==> config.mk <==
export PLATFORM = sky130hd
export DESIGN_NAME = lc3b_microsequencer
export DESIGN_NICKNAME = d
export VERILOG_FILES = /design/src/rtl/lc3b_microsequencer.sv
export SDC_FILE = /design/constraint.sdc
export NUM_CORES = 1
export LEC_CHECK = 0
export ABC_AREA = 1
export BUFFER_PORTS_ARGS = -buffer_cell sky130_fd_sc_hd__buf_4
export CAP_MARGIN = 20
export CORE_MARGIN = 3
export CORE_UTILIZATION = 51
export CTS_CLUSTER_SIZE = 14
export DETAILED_ROUTE_END_ITERATION = 6
export PLACE_DENSITY = 0.79
export SYNTH_ARGS = -nofsm -noshare
export SYNTH_HDL_FRONTEND = slang
export SYNTH_SLANG_ARGS = --single-unit
==> constraint.sdc <==
create_clock -name clk -period 2.09 [get_ports clk]
set_clock_uncertainty 0.15 [all_clocks]
set_input_delay 0.209 -clock clk [delete_from_list [all_inputs] [get_ports clk]]
set_output_delay 0.209 -clock clk [all_outputs]
set_load 0.01 [all_outputs]
==> src/rtl/lc3b_microsequencer.sv <==
// LC-3b microsequencer: state register, next-state logic, datapath strobes,
// memory wait-state timeout, illegal-opcode trap, HALT and retire counter.
module lc3b_microsequencer #(
  parameter int STATE_W      = 5,
  parameter int MEM_WAIT_MAX = 15,
  parameter int CNT_W        = 16
) (
  input  logic               clk,
  input  logic               rst_n,
  input  logic [15:0]        ir,
  input  logic               n,
  input  logic               z,
  input  logic               p,
  input  logic               mem_ready,
  output logic [STATE_W-1:0] state_id,
  output logic               mem_req,
  output logic               mem_we,
  output logic               mem_byte,
  output logic               ld_ir,
  output logic               ld_pc,
  output logic               ld_reg,
  output logic               ld_cc,
  output logic               ld_mar,
  output logic               ld_mdr,
  output logic [1:0]         pc_sel,
  output logic               dr_sel,
  output logic [1:0]         reg_src,
  output logic               halted,
  output logic [1:0]         err,
  output logic [CNT_W-1:0]   retired
);

  typedef enum logic [3:0] {
    S_FETCH_REQ  = 4'd0,
    S_FETCH_WAIT = 4'd1,
    S_DECODE     = 4'd2,
    S_ALU        = 4'd3,
    S_BR         = 4'd4,
    S_JMP        = 4'd5,
    S_JSR        = 4'd6,
    S_LEA        = 4'd7,
    S_ADDR       = 4'd8,
    S_LD_WAIT    = 4'd9,
    S_LD_WB      = 4'd10,
    S_ST_WAIT    = 4'd11,
    S_TRAP       = 4'd12,
    S_TRAP_WAIT  = 4'd13,
    S_HALT       = 4'd14,
    S_ERR        = 4'd15
  } state_t;

  localparam int WC_W = (MEM_WAIT_MAX < 1) ? 1 : $clog2(MEM_WAIT_MAX + 1);

  state_t          state;
  state_t          nxt;
  logic [WC_W-1:0] wcnt;
  logic [1:0]      err_d;
  logic            retire;
  logic            in_wait;
  logic            timeout;
  logic            ben;
  logic [3:0]      op;
  logic            unused_ir;

  assign op        = ir[15:12];
  assign unused_ir = ir[8];
  assign ben       = (ir[11] & n) | (ir[10] & z) | (ir[9] & p);
  assign in_wait   = (state == S_FETCH_WAIT) || (state == S_LD_WAIT) ||
                     (state == S_ST_WAIT) || (state == S_TRAP_WAIT);
  assign timeout   = in_wait && !mem_ready &&
                     (wcnt == WC_W'(MEM_WAIT_MAX));
  assign state_id  = STATE_W'(state);
  assign halted    = (state == S_HALT) || (state == S_ERR);

  always_ff @(posedge clk) begin
    if (!rst_n) begin
      state   <= S_FETCH_REQ;
      wcnt    <= '0;
      err     <= 2'd0;
      retired <= '0;
    end else begin
      state <= nxt;
      err   <= err_d;
      // cleared outside wait states, so every wait entry starts from zero
      wcnt  <= (in_wait && !mem_ready) ? wcnt + 1'b1 : '0;
      if (retire)
        retired <= retired + 1'b1;
    end
  end

  always_comb begin
    nxt      = state;
    err_d    = err;
    retire   = 1'b0;
    mem_req  = 1'b0;
    mem_we   = 1'b0;
    mem_byte = 1'b0;
    ld_ir    = 1'b0;
    ld_pc    = 1'b0;
    ld_reg   = 1'b0;
    ld_cc    = 1'b0;
    ld_mar   = 1'b0;
    ld_mdr   = 1'b0;
    pc_sel   = 2'd0;
    dr_sel   = 1'b0;
    reg_src  = 2'd0;
    unique case (state)
      S_FETCH_REQ: begin
        mem_req = 1'b1;
        nxt     = S_FETCH_WAIT;
      end
      S_FETCH_WAIT: begin
        mem_req = 1'b1;
        if (mem_ready) begin
          ld_ir = 1'b1;
          ld_pc = 1'b1;
          nxt   = S_DECODE;
        end else if (timeout) begin
          nxt   = S_ERR;
          err_d = 2'd2;
        end
      end
      S_DECODE: begin
        case (op)
          4'b0001, 4'b0101,
          4'b1001, 4'b1101: nxt = S_ALU;
          4'b0000:          nxt = S_BR;
          4'b1100:          nxt = S_JMP;
          4'b0100:          nxt = S_JSR;
          4'b1110:          nxt = S_LEA;
          4'b0010, 4'b0110,
          4'b0011, 4'b0111: nxt = S_ADDR;
          4'b1111:          nxt = S_TRAP;
          default: begin
            nxt   = S_ERR;
            err_d = 2'd1;
          end
        endcase
      end
      S_ALU: begin
        ld_reg = 1'b1;
        ld_cc  = 1'b1;
        nxt    = S_FETCH_REQ;
        retire = 1'b1;
      end
      S_BR: begin
        ld_pc  = ben;
        pc_sel = 2'd1;
        nxt    = S_FETCH_REQ;
        retire = 1'b1;
      end
      S_JMP: begin
        ld_pc  = 1'b1;
        pc_sel = 2'd2;
        nxt    = S_FETCH_REQ;
        retire = 1'b1;
      end
      S_JSR: begin
        ld_reg  = 1'b1;
        dr_sel  = 1'b1;
        reg_src = 2'd2;
        ld_pc   = 1'b1;
        pc_sel  = ir[11] ? 2'd1 : 2'd2;
        nxt     = S_FETCH_REQ;
        retire  = 1'b1;
      end
      S_LEA: begin
        ld_reg  = 1'b1;
        reg_src = 2'd3;
        nxt     = S_FETCH_REQ;
        retire  = 1'b1;
      end
      S_ADDR: begin
        ld_mar = 1'b1;
        nxt    = ir[12] ? S_ST_WAIT : S_LD_WAIT;
      end
      S_LD_WAIT: begin
        mem_req  = 1'b1;
        mem_byte = ~ir[14];
        if (mem_ready) begin
          ld_mdr = 1'b1;
          nxt    = S_LD_WB;
        end else if (timeout) begin
          nxt   = S_ERR;
          err_d = 2'd2;
        end
      end
      S_LD_WB: begin
        ld_reg  = 1'b1;
        reg_src = 2'd1;
        ld_cc   = 1'b1;
        nxt     = S_FETCH_REQ;
        retire  = 1'b1;
      end
      S_ST_WAIT: begin
        mem_req  = 1'b1;
        mem_we   = 1'b1;
        mem_byte = ~ir[14];
        if (mem_ready) begin
          nxt    = S_FETCH_REQ;
          retire = 1'b1;
        end else if (timeout) begin
          nxt   = S_ERR;
          err_d = 2'd2;
        end
      end
      S_TRAP: begin
        if (ir[7:0] == 8'h25) begin
          nxt   = S_HALT;
          err_d = 2'd0;
        end else begin
          ld_reg  = 1'b1;
          dr_sel  = 1'b1;
          reg_src = 2'd2;
          ld_mar  = 1'b1;
          nxt     = S_TRAP_WAIT;
        end
      end
      S_TRAP_WAIT: begin
        mem_req = 1'b1;
        if (mem_ready) begin
          ld_pc  = 1'b1;
          pc_sel = 2'd3;
          nxt    = S_FETCH_REQ;
          retire = 1'b1;
        end else if (timeout) begin
          nxt   = S_ERR;
          err_d = 2'd2;
        end
      end
      S_HALT, S_ERR: nxt = state;
      default:       nxt = S_ERR;
    endcase
  end

endmodule
==> out/results.ini, run 1 <==
[cells_and_area]
fin_cells=413
layout_commonest_cell=nand2_1
final_cell_mix=nand2_1 (86), buf_4 (58), nor2_1 (45)
n_fill_cell=353
n_antenna_cell=0
nets=392
postLayoutCoreUtil_pct=69.41
drive_above_1_share_pct=23.71
final_cell_area_um2=2371
syn_to_final_growth_pct=29.00

[route]
drtAntennaViolNets=0
routed_wl_um=4671
drtPass1Iterations=4
wl_per_cell_um=11.31
drtIter0Drc=120
vias=2103
vias_per_cell=5.092
drc=0

[setup_path]
worstSetupPathType=reg -> out
timing.rr.end=retired[3]
r2r_slack_ns=0.38
crit_required_ns=1.73
end_kind=primary output
worst-r2r-cell-count=9
path_max_fanout=7
crit_arrival_ns=1.60
crit_start=state[0]
crit_end=ld_reg
r2r_start=state[3]
start_kind=flip-flop

[power_and_ir_drop]
switching_share_pct=32.22
leakage_nw=1.135
internal_power_mw=0.8829
p_sw_mw=0.4197
comb_power_share_pct=30.7
p_total_mw=1.303
p_clk_share_pct=26.5
vdd_drop_max_mv=0.4871
pwr_density_cell_nw_per_um2=549.4
power.sequential.fraction_pct=42.7

[yosys]
syn_area_um2=1838
synth_seq_cells=26
yosys.area.top_type=dfxtp_1
yosys_warnings=0
ys_seq_area_share_pct=28.32
syn_inst=310
synth.net_count=334
synth.distinct_cells=31
synthTopCellsByArea=dfxtp_1 (28%), nand2_1 (18%), nor2_1 (9.4%), inv_1 (8.4%), nand3_1 (7.4%)
synth_top_area_share_pct=28.32
syn_avg_cell_area_um2=5.929

[clock_tree]
clock-sinks=26
cts-root-buf=clkbuf_4
cts_buffers=3
cts_hold_buffers=0
clock_latency_ns=0.33
clockBufferDepth=2
path_clk_slew_ns=0.15
cts_tree=done
post_cts_buffers=0
cts_max_level=1

[floorplanning]
core_um2=3416
ios=60
row_count=21
fp.dieH_um=66.03
start_util_pct=53.81
die_w_um=66.03
die-area_um2=4360

[timing]
rsz0062_at_grt=no
layout_setup_ws_ns=0.1310
max_freq_mhz=510.5
period_share_pct=93.73
hold_viol=0
slew_viol_final=0
fin_setup_tns_ns=0
hold_slack_ns=0.01842
setup_viol=0
period_needed_ns=1.959

[hold_path]
hold_start=rst_n
hp-class=in -> reg

[global_route]
grt.overflow.total=0
track_usage_pct=22.26
antenna_found_initial=0
grt_pass1_vias=1877
grt_max_degree=24
grt_pass1_wl_um=7783

[outcome]
outcome=finished clean

[placement]
placed_cells=409
place_area_um2=2286
dp_hpwl_um=3676
pre_cts_slack_ns=0.3033
portBuffers=57
gp_congestion=0.9138

[run]
cap_violations=0

[how the worst min path moves through the flow]
stage	end	slack, ns	cells after the start
detailed placement	wcnt[0]	0.29	1
global route	retired[6]	0.02	3
finish	state[1]	0.02	3
floorplan	retired[3]	0.19	2
global placement	wcnt[0]	0.28	1
CTS	state[1]	0.002	3
[synthesized netlist by cell type]
master     n
o21ai_1    5
a31oi_1    1
dfxtp_1   26
o221ai_1   1
nand2_1   86
buf_6      3
a21oi_1   18
inv_2      5
clkbuf_1   1
nand4_1    5
or2_2      1
clkinv_1   1
xnor2_1    1
buf_4      1
inv_1     41
xor2_1     4
o21ai_2    2
o211ai_1   2
nand3_2    1
nor2_2     2
o22ai_1    1
nor3_1     8
nor2_1    46
o21ai_0    8
nor3b_1    1
nand3_1   27
conb_1     1
ha_1       2
nand2_2    5
nor2_4     3
nand2_4    1
[per-layer routing]
metal | routed length (µm) | global-route usage, % | up-vias | share of wire, %
li1 | - | - | 1098 | -
met1 | 2178 | 29.09 | 936 | 47
met2 | 2160 | 38.05 | 62 | 46
met3 | 269 | 2.891 | 7 | 5.8
met4 | 63 | 6.599 | 0 | 1.3
met5 | 0 | 0 | - | 0
[area by class of cell]
type / instances / area [µm²] / share of cell area (%)
clock inverter: 1 / 30.03 / 1.266
tap: 46 / 57.56 / 2.427
multi-input combinational: 232 / 1116 / 47.07
sequential: 26 / 533.0 / 22.48
clock buffer: 3 / 22.52 / 0.9499
timing repair buffer: 58 / 435.4 / 18.36
inverter: 47 / 176.4 / 7.441
[registers in the layout, indices dropped and copies added, names as in the netlist]
register,cells
retired,16
state,4
wcnt,4
err,2
[worst max-delay path, stage by stage, from the launching register on]
cell	delay [ns]
dfxtp_4	0.42
nor2_2	0.07
inv_2	0.12
nor2_4	0.07
nand2_4	0.10
o21ai_1	0.08
or2_2	0.27
buf_4	0.14
[logic make-up (layout without fill, tap and decap cells)]
kind of cell / Yosys count / after routing / synth area share [%]
flip-flops: 26 / 26 / 28.32
XOR/XNOR: 5 / 5 / 2.382
AND/OR/NAND/NOR: 186 / 186 / 44.32
AO/OA/AOI/OAI: 38 / 38 / 11.37
other: 1 / 1 / 0.2040
adder cells (fa/ha/maj): 2 / 2 / 1.361
buffers and inverters: 52 / 109 / 12.05
[what timing repair did]
action / 4_1_cts / 5_1_grt
endpoints found under the setup margin: 2 / 3
gates resized for setup: 3 / 8
endpoints found under the hold margin: 0 / 0
cloned: 0 / 0
[power groups by stage]
stage,Clock (mW),Sequential [mW],Combinational [mW]
final,0.346,0.557,0.400
after global routing,0.374,0.561,0.447
after CTS,0.358,0.555,0.393
after detailed placement,0,0.563,0.391
after global placement,0,0.562,0.386
after floorplan,0,0.565,0.250
Note: power is estimated with default switching activity, not from simulation.
==> run 2, diff against run 1 <==
- CORE_UTILIZATION: 51 -> 45
- PLACE_DENSITY: 0.79 -> 0.71
==> run 2 against run 1 <==
  * Core utilization is 7.6 points lower
  * Count of clock-buffer cells in the layout rose by 1
  * Register-to-register slack got worse by 0.06 ns
  * Die area rose by 12%
==> out/results.ini, run 2 (synthesized netlist as in run 1, its figures left out) <==
[outcome]
outcome=finished clean

[timing]
hold_slack_ns=0.09897  ; +0.08055 ns
layout_setup_ws_ns=0.1397  ; +0.008707 ns
slew_viol_final=0  ; unchanged
max_freq_mhz=512.8  ; +0.45%
hold_viol=0  ; unchanged
setup_viol=0  ; unchanged
period_share_pct=93.31  ; -0.42 points
period_needed_ns=1.950  ; -0.008707 ns
rsz0062_at_grt=no
fin_setup_tns_ns=0  ; unchanged

[cells_and_area]
nets=392  ; unchanged
syn_to_final_growth_pct=27.84
ff_latch_area_um2=524.3  ; -1.6%
top_register=retired
reg_top3=retired (16), state (4), wcnt (4)
n_fill_cell=401  ; +14%
n_antenna_cell=0  ; unchanged
final_cell_mix=nand2_1 (86), buf_4 (58), nor2_1 (45)
largest_reg_flops=16  ; unchanged
layout_commonest_cell=nand2_1
multi_input_area_um2=1099  ; -1.6%
drive_above_1_share_pct=23.43  ; -0.27 points

[power_and_ir_drop]
comb_power_share_pct=31.5  ; +0.8 points
leakage_nw=1.132  ; -0.27%
internal_power_mw=0.8523  ; -3.5%
p_clk_share_pct=25.0  ; -1.5 points
vdd_drop_max_mv=0.4999  ; +2.6%
pwr_density_cell_nw_per_um2=540.6  ; -1.6%
switching_share_pct=32.91  ; +0.69 points
p_total_mw=1.270  ; -2.5%
p_sw_mw=0.4181  ; -0.39%
power.sequential.fraction_pct=43.6  ; +0.9 points

[global_route]
antenna_found_initial=0  ; unchanged
grt_pass1_wl_um=8514  ; +9.4%
grt.overflow.total=0  ; unchanged
track_usage_pct=20.28  ; -2.0 points
grt_max_degree=24  ; unchanged
grt_pass1_vias=1869  ; -0.43%

[setup_path]
worstSetupPathType=reg -> out
end_kind=primary output
r2r_start=state[3]
start_kind=flip-flop
path_max_fanout=8  ; +1
timing.rr.end=retired[1]
crit_end=mem_req
r2r_slack_ns=0.32  ; -0.06 ns
worst-r2r-cell-count=9  ; unchanged
crit_arrival_ns=1.59  ; about the same
crit_start=state[3]
crit_required_ns=1.73  ; about the same

[route]
met1_length_um=2268  ; +4.1%
vias_per_cell=5.024  ; -1.3%
wl_per_cell_um=11.36  ; +0.46%
routed_wl_um=4715  ; +0.94%
drtPass1Iterations=4  ; unchanged
highest_layer=met4
vias=2085  ; -0.86%
drtIter0Drc=152  ; +27%
met3_length_um=346  ; +29%
drc=0  ; unchanged
wl_met2_um=2078  ; -3.8%
drtAntennaViolNets=0  ; unchanged

[run]
cap_violations=0  ; unchanged

[placement]
portBuffers=57  ; unchanged
dp_hpwl_um=3770  ; +2.6%
pre_cts_slack_ns=0.3403  ; +0.03704 ns
gp_congestion=0.8800  ; -3.7%

[floorplanning]
core_um2=3799  ; +11%
fp.dieH_um=69.91  ; +5.9%
die_w_um=69.91  ; +5.9%
row_count=22  ; +4.8%
die-area_um2=4887  ; +12%
ios=60  ; unchanged
start_util_pct=48.39  ; -5.4 points

[clock_tree]
path_clk_slew_ns=0.09  ; -0.06 ns
cts-root-buf=clkbuf_8
cts_buffers=3  ; unchanged
cts_tree=done
clock-sinks=26  ; unchanged
clock_latency_ns=0.27  ; -0.06 ns
post_cts_buffers=0  ; unchanged
cts_max_level=1  ; unchanged
clockBufferDepth=2  ; unchanged

[hold_path]
hp-class=in -> reg

run 2: cell types whose count changed in the layout (fill, tap and decap cells not counted), moves of 2 or more:
cell,change
clkbuf_8,+4
clkbuf_4,-3
dfxtp_4,-3
dfxtp_2,+2
run 2: final cells by class:
class | instances | area share (%)
timing repair buffer | 58 | 18.53
tap | 48 | 2.556
clock buffer | 4 | 2.343
multi-input combinational | 232 | 46.75
inverter | 47 | 7.508
sequential | 26 | 22.31
run 2: critical path, stage by stage (launching register included):
cell and delay (ns):
dfxtp_1 0.43, inv_2 0.12, nor2_4 0.16, nand2_2 0.10, nand3_2 0.17, inv_1 0.09
o21ai_0 0.10, buf_4 0.16
run 2: timing repair:
action | in CTS | in global routing
setup endpoints to repair | 0 | 2
hold buffers | 0 | 0
gates resized for setup | 0 | 4
run 2: power groups by stage:
stage	Clock, mW	Sequential (mW)	Combinational (mW)
3_5_place_dp	0	0.561	0.397
2_1_floorplan	0	0.565	0.250
5_1_grt	0.345	0.557	0.450
4_1_cts	0.330	0.550	0.398
3_3_place_gp	0	0.560	0.394
6_report	0.318	0.553	0.400
run 2: worst min-delay path by stage:
stage	endpoint	cells past startpoint	start
finish	retired[5]	3	rst_n
detailed placement	wcnt[0]	1	wcnt[0]
floorplan	retired[3]	2	rst_n
global placement	wcnt[0]	1	wcnt[0]
CTS	retired[5]	3	rst_n
global route	retired[5]	3	rst_n
run 2: through the flow:
step           cell area (µm²)  util, %  instances
2_1_floorplan             1838        -        310
5_1_grt                   2350    61.86        415
3_3_place_gp              2288    60.24        411
6_report                  2350    61.86        415
3_5_place_dp              2288    60.24        411
4_1_cts                   2344    61.69        415
run 2: per-layer routing:
| metal | track usage (%) | vias to the layer above |
|---|---|---|
| li1 | - | 1095 |
| met1 | 29.84 | 931 |
| met2 | 31.69 | 57 |
| met3 | 3.165 | 2 |
| met4 | 3.191 | 0 |
| met5 | 0 | - |
==> run 3, diff against run 2 <==
- CORE_UTILIZATION: 45 -> 51
- MAX_ROUTING_LAYER: unset -> met4
- PLACE_DENSITY: 0.71 -> 0.79
==> run 3 against run 2 <==
  * First-iteration DRC count shrank 21%
  * Fmax shrank 0.47%
  * Sequential cell count is the same
  * Count of clock-buffer cells in the layout shrank 1
  * Clock power grew 8.8%
  * Largest power group unchanged
  * Highest routed layer unchanged
  * Register-to-register slack gained 0.06 ns
  * Sequential power grew 0.7%
  * Core utilization grew 7.6 points
==> out/results.ini, run 3 (synthesized netlist as in run 1, its figures left out) <==
[timing]
rsz0062_at_grt=no
period_share_pct=93.75  ; +0.44 points
layout_setup_ws_ns=0.1306  ; -0.009127 ns
period_needed_ns=1.959  ; +0.009127 ns
max_freq_mhz=510.4  ; -0.47%
slew_viol_final=0  ; unchanged
fin_setup_tns_ns=0  ; unchanged
hold_viol=0  ; unchanged
setup_viol=0  ; unchanged

[floorplanning]
die_w_um=66.03  ; -5.5%
core_um2=3416  ; -10%
start_util_pct=53.81  ; +5.4 points
row_count=21  ; -4.5%
ios=60  ; unchanged
die-area_um2=4360  ; -11%
fp.dieH_um=66.03  ; -5.5%

[run]
cap_violations=0  ; unchanged

[power_and_ir_drop]
vdd_drop_max_mv=0.4868  ; -2.6%
leakage_nw=1.135  ; +0.27%
pwr_density_cell_nw_per_um2=549.4  ; +1.6%

[setup_path]
worstSetupPathType=reg -> out
timing.rr.end=retired[3]
start_kind=flip-flop
cpPeakStageDelay_ns=0.42  ; about the same
crit_start=state[0]
r2r_start=state[3]
r2r_slack_ns=0.38  ; +0.06 ns
path_max_fanout=7  ; -1
crit_required_ns=1.73  ; about the same
crit_end=ld_reg
worst-r2r-cell-count=9  ; unchanged
crit_arrival_ns=1.60  ; about the same
end_kind=primary output
slowest_stage=dfxtp_4
cp_cell_sequence=nor2_2 > inv_2 > nor2_4 > nand2_4 > o21ai_1 > or2_2 > buf_4

[global_route]
antenna_found_initial=0  ; unchanged
track_usage_pct=22.85  ; +2.6 points
grt_pass1_vias=1878  ; +0.48%
grt_pass1_wl_um=7776  ; -8.7%
grt.overflow.total=0  ; unchanged
grt_max_degree=24  ; unchanged

[outcome]
outcome=finished clean

[route]
routed_wl_um=4673  ; -0.89%
drtIter0Drc=120  ; -21%
drc=0  ; unchanged
vias_per_cell=5.090  ; +1.3%
drtPass1Iterations=4  ; unchanged
wl_per_cell_um=11.31  ; -0.41%
vias=2102  ; +0.82%
drtAntennaViolNets=0  ; unchanged

[placement]
pre_cts_slack_ns=0.3033  ; -0.03704 ns
dp_hpwl_um=3676  ; -2.5%
gp_congestion=0.9298  ; +5.7%
portBuffers=57  ; unchanged

[cells_and_area]
top_register=retired
layout_commonest_cell=nand2_1
nets=392  ; unchanged
drive_above_1_share_pct=23.71  ; +0.27 points
syn_to_final_growth_pct=29.00
final_cell_mix=nand2_1 (86), buf_4 (58), nor2_1 (45)
largest_reg_flops=16  ; unchanged
reg_top3=retired (16), state (4), wcnt (4)
n_antenna_cell=0  ; unchanged

[clock_tree]
cts_max_level=1  ; unchanged
cts_hold_buffers=0  ; unchanged
cts_tree=done
cts_buffers=3  ; unchanged
clock-sinks=26  ; unchanged
clockBufferDepth=2  ; unchanged
path_clk_slew_ns=0.15  ; +0.06 ns
clock_latency_ns=0.33  ; +0.06 ns
cts-root-buf=clkbuf_4

[hold_path]
hold_start=rst_n
hp-class=in -> reg

[run 3: cell types whose count changed in the layout (fill, tap and decap cells not counted)]
cell	previous run	this run
bufinv_16	0	1
clkbuf_4	0	3
clkbuf_8	4	0
dfxtp_1	23	22
dfxtp_2	3	1
dfxtp_4	0	3
nand2_2	5	4
nand2_4	1	2
nand3_2	1	0
nand3_4	0	1
nor2_2	3	2
nor2_4	3	4
[run 3: critical path, delay by kind of cell (launching register included)]
family          cells  cell delay [ns]
buf+inv             2             0.26
simple gates        4             0.51
flops               1             0.42
compound gates      1             0.08
[run 3: metrics by stage]
step           instance area [µm²]  std cells  hold slack, ns  power [mW]  util [%]
6_report                      2371        413         0.01780       1.303     69.41
5_1_grt                       2371        413         0.01530       1.382     69.41
4_1_cts                       2342        413        0.001612       1.305     68.57
3_5_place_dp                  2286        409          0.2881      0.9543     66.92
3_3_place_gp                  2286        409          0.2820      0.9485     66.92
2_1_floorplan                 1838        310          0.1947      0.8151         -
[run 3: what timing repair did]
action / CTS / global route
endpoints found under the hold margin: 0 / 0
buffers inserted: 0 / 0
resized for setup: 3 / 8
pin swaps: 0 / 0
endpoints found under the setup margin: 2 / 3
[run 3: cell type report]
class	count	area [µm²]
well taps	46	57.56
inverters	47	176.4
repair buffers	58	435.4
multi-input cells	232	1116
clock inverters	1	30.03
fillers	353	1045
flip-flops and latches	26	533.0
clock buffers	3	22.52
[run 3: power by group]
group	internal (mW)	total, mW	switching (mW)
registers	0.525	0.557	0.0320
logic	0.164	0.400	0.236
clock network	0.194	0.346	0.151
[run 3: worst min-delay path by stage]
stage | to | slack (ns) | depth (start not counted)
final | state[1] | 0.02 | 3
after global routing | retired[6] | 0.02 | 3
after detailed placement | wcnt[0] | 0.29 | 1
after CTS | state[1] | 0.002 | 3
after global placement | wcnt[0] | 0.28 | 1
after floorplan | retired[3] | 0.19 | 2
[run 3: routing by layer]
layer  vias to the layer above  GRT usage, %  share of wire (%)
met5                         -             -                  0
met4                         0         6.599                1.2
met3                         6         2.891                5.8
met2                        63         38.05                 46
met1                       935         29.09                 47
li1                       1098             -                  -
